### config.mk
export PLATFORM = sky130hd
export DESIGN_NAME = alu_pipe_seq_flat
export DESIGN_NICKNAME = d
export VERILOG_FILES = /design/src/rtl/alu_pipe_seq_if.sv /design/src/rtl/alu_pipe_seq.sv /design/src/flat_wrapper.sv
export SDC_FILE = /design/constraint.sdc
export NUM_CORES = 1
export LEC_CHECK = 0
export BUFFER_PORTS_ARGS = -buffer_cell sky130_fd_sc_hd__buf_2
export CORE_MARGIN = 3
export CORE_UTILIZATION = 50
export DETAILED_ROUTE_END_ITERATION = 8
export GPL_TIMING_DRIVEN = 0
export PLACE_DENSITY = 0.71
export RECOVER_POWER = 25
export SYNTH_ARGS = -nofsm -noshare
export SYNTH_HDL_FRONTEND = slang
export SYNTH_SLANG_ARGS = --single-unit
### constraint.sdc
create_clock -name CLK -period 3.75 [get_ports CLK]
set_clock_uncertainty 0.1 [all_clocks]
set_input_delay 0.75 -clock CLK [delete_from_list [all_inputs] [get_ports CLK]]
set_output_delay 0.75 -clock CLK [all_outputs]
set_load 0.03 [all_outputs]
### src/rtl/alu_pipe_seq_if.sv
// Operand/result handshake bundle for alu_pipe_seq.
// The slave side is the ALU; the master side is the decode stage plus the writeback consumer.
interface alu_pipe_seq_if #(parameter int N = 64);
  logic         InValid;
  logic         InReady;
  logic [N-1:0] BusA;
  logic [N-1:0] BusB;
  logic [3:0]   ALUCtrl;
  logic         OutValid;
  logic         OutReady;
  logic [N-1:0] BusW;
  logic         Zero;
  logic         Negative;
  logic         Carry;
  logic         Overflow;

  modport slave (
    input  InValid, BusA, BusB, ALUCtrl, OutReady,
    output InReady, OutValid, BusW, Zero, Negative, Carry, Overflow
  );

  modport master (
    output InValid, BusA, BusB, ALUCtrl, OutReady,
    input  InReady, OutValid, BusW, Zero, Negative, Carry, Overflow
  );
endinterface

### src/rtl/alu_pipe_seq.sv
// Execute-stage ALU with valid/ready handshakes, registered NZCV result and an
// iterative shift-add multiplier (single-cycle ops complete at the accept edge).
module alu_pipe_seq #(
  parameter int N = 64
) (
  input logic          CLK,
  input logic          Reset_L,
  alu_pipe_seq_if.slave bus
);
  localparam int CW = $clog2(N) + 1;
  localparam logic [3:0] OP_AND = 4'b0000, OP_OR  = 4'b0001, OP_ADD = 4'b0010,
                         OP_SUB = 4'b0110, OP_PSB = 4'b0111, OP_MUL = 4'b1000;

  typedef enum logic [1:0] {IDLE, BUSY, DONE} state_t;
  state_t state, stateNxt;

  logic [N-1:0]  acc, mcand, mplier, res, busW;
  logic [CW-1:0] cnt;
  logic [N:0]    sum, diff;
  logic          resC, resV, zero, neg, carry, ovf;
  logic          accept, isMul;

  assign bus.InReady  = (state == IDLE) || (state == DONE && bus.OutReady);
  assign bus.OutValid = (state == DONE);
  assign bus.BusW     = busW;
  assign bus.Zero     = zero;
  assign bus.Negative = neg;
  assign bus.Carry    = carry;
  assign bus.Overflow = ovf;

  assign accept = bus.InValid && bus.InReady;
  assign isMul  = (bus.ALUCtrl == OP_MUL);
  assign sum    = {1'b0, bus.BusA} + {1'b0, bus.BusB};
  assign diff   = {1'b0, bus.BusA} - {1'b0, bus.BusB};

  // Single-cycle result path; MUL is handled by the iterative datapath below.
  always_comb begin
    res  = '0;
    resC = 1'b0;
    resV = 1'b0;
    case (bus.ALUCtrl)
      OP_AND: res = bus.BusA & bus.BusB;
      OP_OR:  res = bus.BusA | bus.BusB;
      OP_ADD: begin
        res  = sum[N-1:0];
        resC = sum[N];
        resV = (bus.BusA[N-1] == bus.BusB[N-1]) && (sum[N-1] != bus.BusA[N-1]);
      end
      OP_SUB: begin
        res  = diff[N-1:0];
        resC = ~diff[N];
        resV = (bus.BusA[N-1] != bus.BusB[N-1]) && (diff[N-1] != bus.BusA[N-1]);
      end
      OP_PSB: res = bus.BusB;
      default: ;
    endcase
  end

  always_ff @(posedge CLK or negedge Reset_L) begin
    if (!Reset_L) state <= IDLE;
    else          state <= stateNxt;
  end

  always_comb begin
    stateNxt = state;
    case (state)
      IDLE: if (accept) stateNxt = isMul ? BUSY : DONE;
      BUSY: if (cnt == '0) stateNxt = DONE;
      DONE: if (bus.OutReady) stateNxt = bus.InValid ? (isMul ? BUSY : DONE) : IDLE;
      default: stateNxt = IDLE;
    endcase
  end

  // Counter hits zero after N iterations; the following BUSY edge publishes the product.
  always_ff @(posedge CLK or negedge Reset_L) begin
    if (!Reset_L) begin
      busW   <= '0;
      zero   <= 1'b0;
      neg    <= 1'b0;
      carry  <= 1'b0;
      ovf    <= 1'b0;
      acc    <= '0;
      mcand  <= '0;
      mplier <= '0;
      cnt    <= '0;
    end else if (accept) begin
      if (isMul) begin
        acc    <= '0;
        mcand  <= bus.BusA;
        mplier <= bus.BusB;
        cnt    <= CW'(N);
      end else begin
        busW  <= res;
        zero  <= (res == '0);
        neg   <= res[N-1];
        carry <= resC;
        ovf   <= resV;
      end
    end else if (state == BUSY) begin
      if (cnt != '0) begin
        if (mplier[0]) acc <= acc + mcand;
        mcand  <= mcand << 1;
        mplier <= mplier >> 1;
        cnt    <= cnt - CW'(1);
      end else begin
        busW  <= acc;
        zero  <= (acc == '0);
        neg   <= acc[N-1];
        carry <= 1'b0;
        ovf   <= 1'b0;
      end
    end
  end
endmodule

### src/flat_wrapper.sv
// flat-port wrapper written by rule: the top's interface ports become plain ports
module alu_pipe_seq_flat 
#(
  parameter int N = 64
)
  (CLK, Reset_L, bus_InValid, bus_BusA, bus_BusB, bus_ALUCtrl, bus_OutReady, bus_InReady, bus_OutValid, bus_BusW, bus_Zero, bus_Negative, bus_Carry, bus_Overflow);
  alu_pipe_seq_if #(.N(N)) bus_i ();
  input logic CLK;
  input logic Reset_L;
  input wire logic [$bits(bus_i.InValid)-1:0] bus_InValid;
  input wire logic [$bits(bus_i.BusA)-1:0] bus_BusA;
  input wire logic [$bits(bus_i.BusB)-1:0] bus_BusB;
  input wire logic [$bits(bus_i.ALUCtrl)-1:0] bus_ALUCtrl;
  input wire logic [$bits(bus_i.OutReady)-1:0] bus_OutReady;
  output wire logic [$bits(bus_i.InReady)-1:0] bus_InReady;
  output wire logic [$bits(bus_i.OutValid)-1:0] bus_OutValid;
  output wire logic [$bits(bus_i.BusW)-1:0] bus_BusW;
  output wire logic [$bits(bus_i.Zero)-1:0] bus_Zero;
  output wire logic [$bits(bus_i.Negative)-1:0] bus_Negative;
  output wire logic [$bits(bus_i.Carry)-1:0] bus_Carry;
  output wire logic [$bits(bus_i.Overflow)-1:0] bus_Overflow;
  assign bus_i.InValid = bus_InValid;
  assign bus_i.BusA = bus_BusA;
  assign bus_i.BusB = bus_BusB;
  assign bus_i.ALUCtrl = bus_ALUCtrl;
  assign bus_i.OutReady = bus_OutReady;
  assign bus_InReady = bus_i.InReady;
  assign bus_OutValid = bus_i.OutValid;
  assign bus_BusW = bus_i.BusW;
  assign bus_Zero = bus_i.Zero;
  assign bus_Negative = bus_i.Negative;
  assign bus_Carry = bus_i.Carry;
  assign bus_Overflow = bus_i.Overflow;
  alu_pipe_seq #(.N(N)) u_core (.CLK(CLK), .Reset_L(Reset_L), .bus(bus_i));
endmodule
==> impl_metrics.toml, run 1 <==
[run_status]
status = "finished, violations left"
failed_checks = "max-capacitance violations, max-slew violations, negative setup slack"

[grt]
grt_pass1_wl_um = 188000
grt_usage = 0.441
grt_pass1_vias = 29446
antenna_found_initial = 15
overflow = 0
grt_start_max_net_pins = 119

[sta]
rsz0062_at_grt = "yes"
report.final.setup_viol = 132
holdWs_ns = 0.340
finalHoldViolCount = 0
fin_setup_tns_ns = -30.31
worst_slack_ns = -0.859
clock.fmax_ghz = 0.217
slew_headroom = -0.751
maxSlewViolCount = 51
post-route-period-util = 1.23
min_period_ns = 4.61
worst_pin_slew_ns = 2.63

[clocking]
numCtsBuffers = 31
insertion_delay_ns = 0.61
clock_sinks = 268
cts.htree.levels = 1
clk_pin_slew_ns = 0.06
cts_root_buf = "clkbuf_16"
clock_path_buffers = 3
tritoncts = "done"

[final_layout]
final_cell_area_um2 = 33600
fill_cells = 4814
nNetsFinal = 4401
drive_gt1_frac = 0.220
syn2layout_area_growth_pct = 26.0

[place]
dp_hpwl_um = 102000
place_area_um2 = 28900
pre_cts_ws_ns = -2.74
place.gp.congestion = 1.05
portBuffers = 202

[floorplanning]
die_w_um = 237
core_um2 = 52700
ios = 206
dieArea_um2 = 56200
die_h_um = 237
initial_core_util = 0.507
rows = 84

[critical_path]
crit_type = "primary input to flop"
arrival_ns = 5.03
worstPathRequired_ns = 4.17
start_kind = "primary input"
crit_fanout = 5
critPathCaptureType = "flop"

[route]
drtAntennaViolNets = 0
dr.pass1.iters = 6
vias = 31471
drt_iter0_drc = 3791
wl_um = 131000
wl_per_cell_um = 27.8
drc = 0
via_per_inst = 6.68

[logic_synthesis]
postSynthCellCount = 3635
netlist_area_um2 = 26700
ys_seq_elements = 268
synth.avg_cell_area_um2 = 7.34
seq_area_frac_synth = 0.251
synthArstFlopShare = 1.00
synth_edf_count = 0
synth_cell_types = 101
syn_nets = 4046
synth_ff_type = "dfrtp_1"
ys.warnings.count = 0

[power_and_ir_drop]
p_int_w = 0.0104
swShare = 0.466
seqPwrFrac = 0.263
power_leakage_nw = 15.0
power_density_nw_per_um2 = 580
power_w = 0.0195
switchingPower_w = 0.00909
pwr-share-clk = 0.164
ir_drop_mv = 0.647
power_frac_comb = 0.572

[hold_path]
hp-class = "primary input to flop"

[job]
drv_cap = 1
cells in the mapped netlist, types with 18 or more instances:
library cell	n	area (um2)
nand2_1	502	1880
xnor2_1	48	420
nor2_1	412	1550
nor4_1	45	282
o31ai_1	51	383
clkbuf_1	185	694
ha_1	272	3400
mux2i_1	18	180
a21o_1	90	676
o22ai_1	20	125
a211oi_1	24	180
a31oi_1	152	951
nand3_1	113	566
nor3_1	47	235
nor2b_1	29	181
and2_1	21	131
buf_1	21	78.8
a221o_1	24	240
a21oi_1	304	1520
xor2_1	32	280
o21ai_0	237	1190
and3_1	20	125
dfrtp_1	268	6710
o21bai_1	47	353
inv_1	203	762
nand4_1	47	294
o21ai_1	20	100
a221oi_1	55	482
cell usage in the layout, fill, tap and decap left out, types with 17 or more instances in the layout:
cell and n:
a21o_1 89, a21oi_1 258, a21oi_2 34, a221o_1 23
a221oi_1 41, a31oi_1 148, and2_1 20, and3_1 18
buf_2 171, buf_4 154, buf_6 29, clkbuf_1 111
clkbuf_16 31, clkbuf_2 32, dfrtp_1 257, ha_1 226
ha_4 40, inv_1 173, inv_2 33, mux2i_1 17
nand2_1 493, nand3_1 105, nand4_1 47, nor2_1 396
nor2b_1 26, nor3_1 33, nor4_1 31, o21ai_0 197
o21ai_1 40, o21bai_1 41, o22ai_1 17, o31ai_1 31
xnor2_1 48, xor2_1 31
flip-flops by register name (all words and copies together) (netlist names):
| name | count |
|---|---|
| u_core.mcand | 64 |
| u_core.bus.Overflow | 1 |
| u_core.bus.BusW | 64 |
| u_core.acc | 64 |
| u_core.bus.Zero | 1 |
| u_core.mplier | 64 |
| u_core.cnt | 7 |
| u_core.bus.Carry | 1 |
| u_core.state | 2 |
through the flow:
stage,util,std cells
finish,0.638,4709
global route,0.638,4701
CTS,0.619,4664
detailed placement,0.548,4529
global placement,0.547,4525
floorplan,-,3635
path summary, 6_finish.rpt:
path	start	endpoint	slack, ns	cells past startpoint
setup / recovery	bus_BusA[0]	u_core.bus.Zero	-0.86	19
hold / removal	bus_BusB[12]	u_core.mplier[12]	0.34	3
setup reg to reg	u_core.state[1]	u_core.bus.Zero	-0.65	14
hold reg to reg	u_core.bus.BusW[39]	u_core.bus.BusW[39]	0.37	2
max in group asynchronous	Reset_L	u_core.acc[56]	-0.28	4
min in group asynchronous	Reset_L	u_core.mplier[47]	1.53	2
worst max-delay path, stage by stage:
cell       delay (ns)
buf_6            0.11
inv_6            0.05
ha_4             0.16
inv_2            0.05
fa_2             0.20
nand2b_1         0.10
a221o_2          0.46
a21oi_1          0.26
xnor2_1          0.12
a211oi_2         0.34
nand3_1          0.15
nor4_2           0.36
nand4_1          0.21
a2111oi_2        0.33
nand4b_1         0.21
or4_4            0.51
nor4_4           0.25
nor4b_4          0.24
a31o_1           0.17
routing by layer:
metal	GRT usage	vias up	wire length, um
met5	0	-	97
met4	0.315	14	11600
met3	0.0962	526	13900
met2	0.686	2054	56800
met1	0.540	15045	48300
li1	-	13832	-
area by class of cell:
type                    instances  area (um2)  share of cell area
multi-input cells            2921       20600               0.614
flip-flops and latches        268        6720               0.200
repair buffers                342        2350              0.0699
plain buffers                 206        1100              0.0328
clock buffers                  41         893              0.0266
inverters                     220         871              0.0259
well taps                     688         861              0.0256
clock inverters                14         151             0.00450
diodes                          9        22.5            0.000670
power by group through the flow:
stage                     Sequential [W]  Clock (W)  Combinational (W)
after floorplan                  0.00496          0            0.00669
after global placement           0.00513          0            0.00925
after detailed placement         0.00512          0            0.00932
after CTS                        0.00509    0.00320             0.0104
after global routing             0.00522    0.00331             0.0121
final                            0.00514    0.00321             0.0112
cell families after synthesis:
family | after synthesis | synth area share
buf+inv | 446 | 0.0642
mux | 22 | 0.00886
fa+ha+maj | 275 | 0.130
xor+xnor | 80 | 0.0263
simple gates | 1328 | 0.224
flops | 268 | 0.251
compound gates | 1216 | 0.296
timing repair:
| action | CTS | global route |
|---|---|---|
| hold buffers | 1 | 0 |
| resized for setup | 514 | 176 |
| setup buffers | 98 | 36 |
| pin swaps | 126 | 87 |
| endpoints found under the hold margin | 14 | 0 |
| setup endpoints to repair | 218 | 103 |
| gates cloned | 0 | 1 |
(Power assumes the default switching activity.)
==> run 2, diff against run 1 <==
Settings changed: PLACE_DENSITY 0.71 to 0.77.
==> run 2 against run 1 <==
Compared with the run above:
- the run still ends with max-capacitance violations, max-slew violations, negative setup slack left
- core utilization is 0.34 points lower
- clock-buffer cell count stayed put
- power is 2.4% higher
- die area stayed put
- worst hold slack better by 0.0028 ns
- worst setup slack worse by 0.070 ns
- design area is 0.54% lower
- first-iteration DRC count is 15% higher
- sequential share of layout area is 0.097 points higher
- clock power is 11% higher
- critical path type unchanged
- highest routed layer unchanged
==> impl_metrics.toml, run 2 (synthesized netlist as in run 1, its figures left out) <==
[run_status]
status = "finished, violations left"
failed_checks = "max-capacitance violations, max-slew violations, negative setup slack"

[place]
portBuffers = 202
pre_cts_ws_ns = -2.83
place.gp.congestion = 1.08
place_area_um2 = 28900
dp_hpwl_um = 98000

[final_layout]
nNetsFinal = 4386
post-route-util = 0.635
drive_gt1_frac = 0.214
final_cell_mix = "nand2_1, nor2_1, a21oi_1"
final_common_cell = "nand2_1"
final_cell_area_um2 = 33400
syn2layout_area_growth_pct = 25.3

[floorplanning]
ios = 206
core_um2 = 52700
rows = 84
initial_core_util = 0.507
die_w_um = 237
die_h_um = 237
dieArea_um2 = 56200

[grt]
use_met1 = 0.526
grt_start_max_net_pins = 123
grt.met2_usage = 0.648
grt_pass1_vias = 29504
gr-max-usage-layer = "met2"
grt_pass1_wl_um = 183000
met3_usage = 0.101
overflow = 0
antenna_found_initial = 7
grt_usage = 0.427

[critical_path]
cpMostUsedCell = "clkbuf_2"
r2r_end = "u_core.bus.Zero"
r2r-start = "u_core.state[1]"
slowest_stage = "or4_4"
worstPathRequired_ns = 4.17
crit_path_max_incr_delay_ns = 0.55
arrival_ns = 5.10
crit_type = "primary input to flop"
cp-startpoint = "bus_ALUCtrl[2]"
path_cells = "clkbuf_2, clkbuf_2, nand2_1, clkbuf_2, clkbuf_2, clkbuf_2, nor2_1, mux2i_1, nand3_1, nor4_2, nand4_1, or4_4, nor4_4, nor4b_2, a31o_1"
r2r_setup_slack_ns = -0.57
r2r_cells = 14
crit_fanout = 10
start_kind = "primary input"
critPathCaptureType = "flop"

[route]
drt_iter0_drc = 4359
vias = 31783
via_per_inst = 6.77
drc = 0
wl_um = 127000
drtAntennaViolNets = 0
dr.pass1.iters = 9
wl_per_cell_um = 27.1

[clocking]
clock_path_buffers = 3
insertion_delay_ns = 0.59
cts.htree.levels = 1
numCtsBuffers = 30
clk_pin_slew_ns = 0.07
cts_root_buf = "clkbuf_16"
clock_sinks = 268
tritoncts = "done"

[hold_path]
hp-class = "primary input to flop"
hold_start = "bus_BusB[54]"
hold-path-endpoint = "u_core.mplier[54]"
whs_path_depth = 3

[sta]
finalHoldViolCount = 0
worst_pin_slew_ns = 1.99
clock.fmax_ghz = 0.214
holdWs_ns = 0.343
worst_slack_ns = -0.929
report.final.setup_viol = 119
rsz0062_at_grt = "yes"
slew_headroom = -0.328
post-route-period-util = 1.25
min_period_ns = 4.68
maxSlewViolCount = 31

[power_and_ir_drop]
pwr-share-clk = 0.178
power_leakage_nw = 15.0
power_frac_comb = 0.563
switchingPower_w = 0.00923
p_int_w = 0.0108
ir_drop_mv = 0.551
seqPwrFrac = 0.260
power_density_nw_per_um2 = 598
swShare = 0.462

[job]
drv_cap = 1
==> run 2: changes by cell type in the layout (fill, tap and decap cells not counted), sizes merged <==
cell and change:
bufinv +5, clkinvlp +3, buf -19, clkbuf +6
inv +2, dlymetal6s4s -1, diode -2, clkinv -9
==> run 2: critical path: cells and delay by family <==
| kind | cells | cell delay, ns |
|---|---|---|
| simple gates | 8 | 2.26 |
| buf+inv | 5 | 1.76 |
| compound gates | 1 | 0.17 |
| mux | 1 | 0.13 |
==> run 2: area by class of cell <==
cell class              count  area, um2
diodes                      7       17.5
plain buffers             206       1060
clock buffers              41        883
clock inverters            15        289
fillers                  4722      19200
inverters                 220        881
multi-input cells        2921      20500
flip-flops and latches    268       6720
well taps                 688        861
repair buffers            328       2180
==> run 2: what timing repair did <==
item / 4_1_cts / 5_1_grt
gates resized for setup: 407 / 252
hold buffers: 1 / 0
pin swaps: 105 / 120
setup endpoints to repair: 204 / 46
hold endpoints to repair: 29 / 0
setup buffers: 81 / 41
==> run 2: power by group through the flow <==
stage / sequential [W] / clock (W) / combinational, W
after floorplan: 0.00496 / 0 / 0.00669
after global placement: 0.00514 / 0 / 0.00913
after detailed placement: 0.00514 / 0 / 0.00928
after CTS: 0.00511 / 0.00352 / 0.0103
after global routing: 0.00525 / 0.00365 / 0.0122
final: 0.00519 / 0.00355 / 0.0112
==> run 2: metal layers <==
layer  share of wire  wire [um]
met5         0.00017         21
met4           0.096      12200
met3            0.12      15500
met2            0.42      53800
met1            0.36      45700
==> run 2: through the flow <==
stage | std cells | power [W] | setup TNS, ns
floorplan | 3635 | 0.0117 | -1.60
global placement | 4525 | 0.0143 | -1220.14
detailed placement | 4529 | 0.0144 | -264.40
CTS | 4653 | 0.0190 | -2.70
global route | 4687 | 0.0211 | -63.19
finish | 4694 | 0.0200 | -11.64
==> run 2: how the worst max path moves through the flow <==
stage,to,cells past startpoint
after floorplan,u_core.bus.Zero,16
after global placement,u_core.bus.Zero,11
after detailed placement,u_core.bus.Zero,14
after CTS,u_core.bus.Zero,17
after global routing,u_core.bus.Zero,20
final,u_core.bus.Zero,15
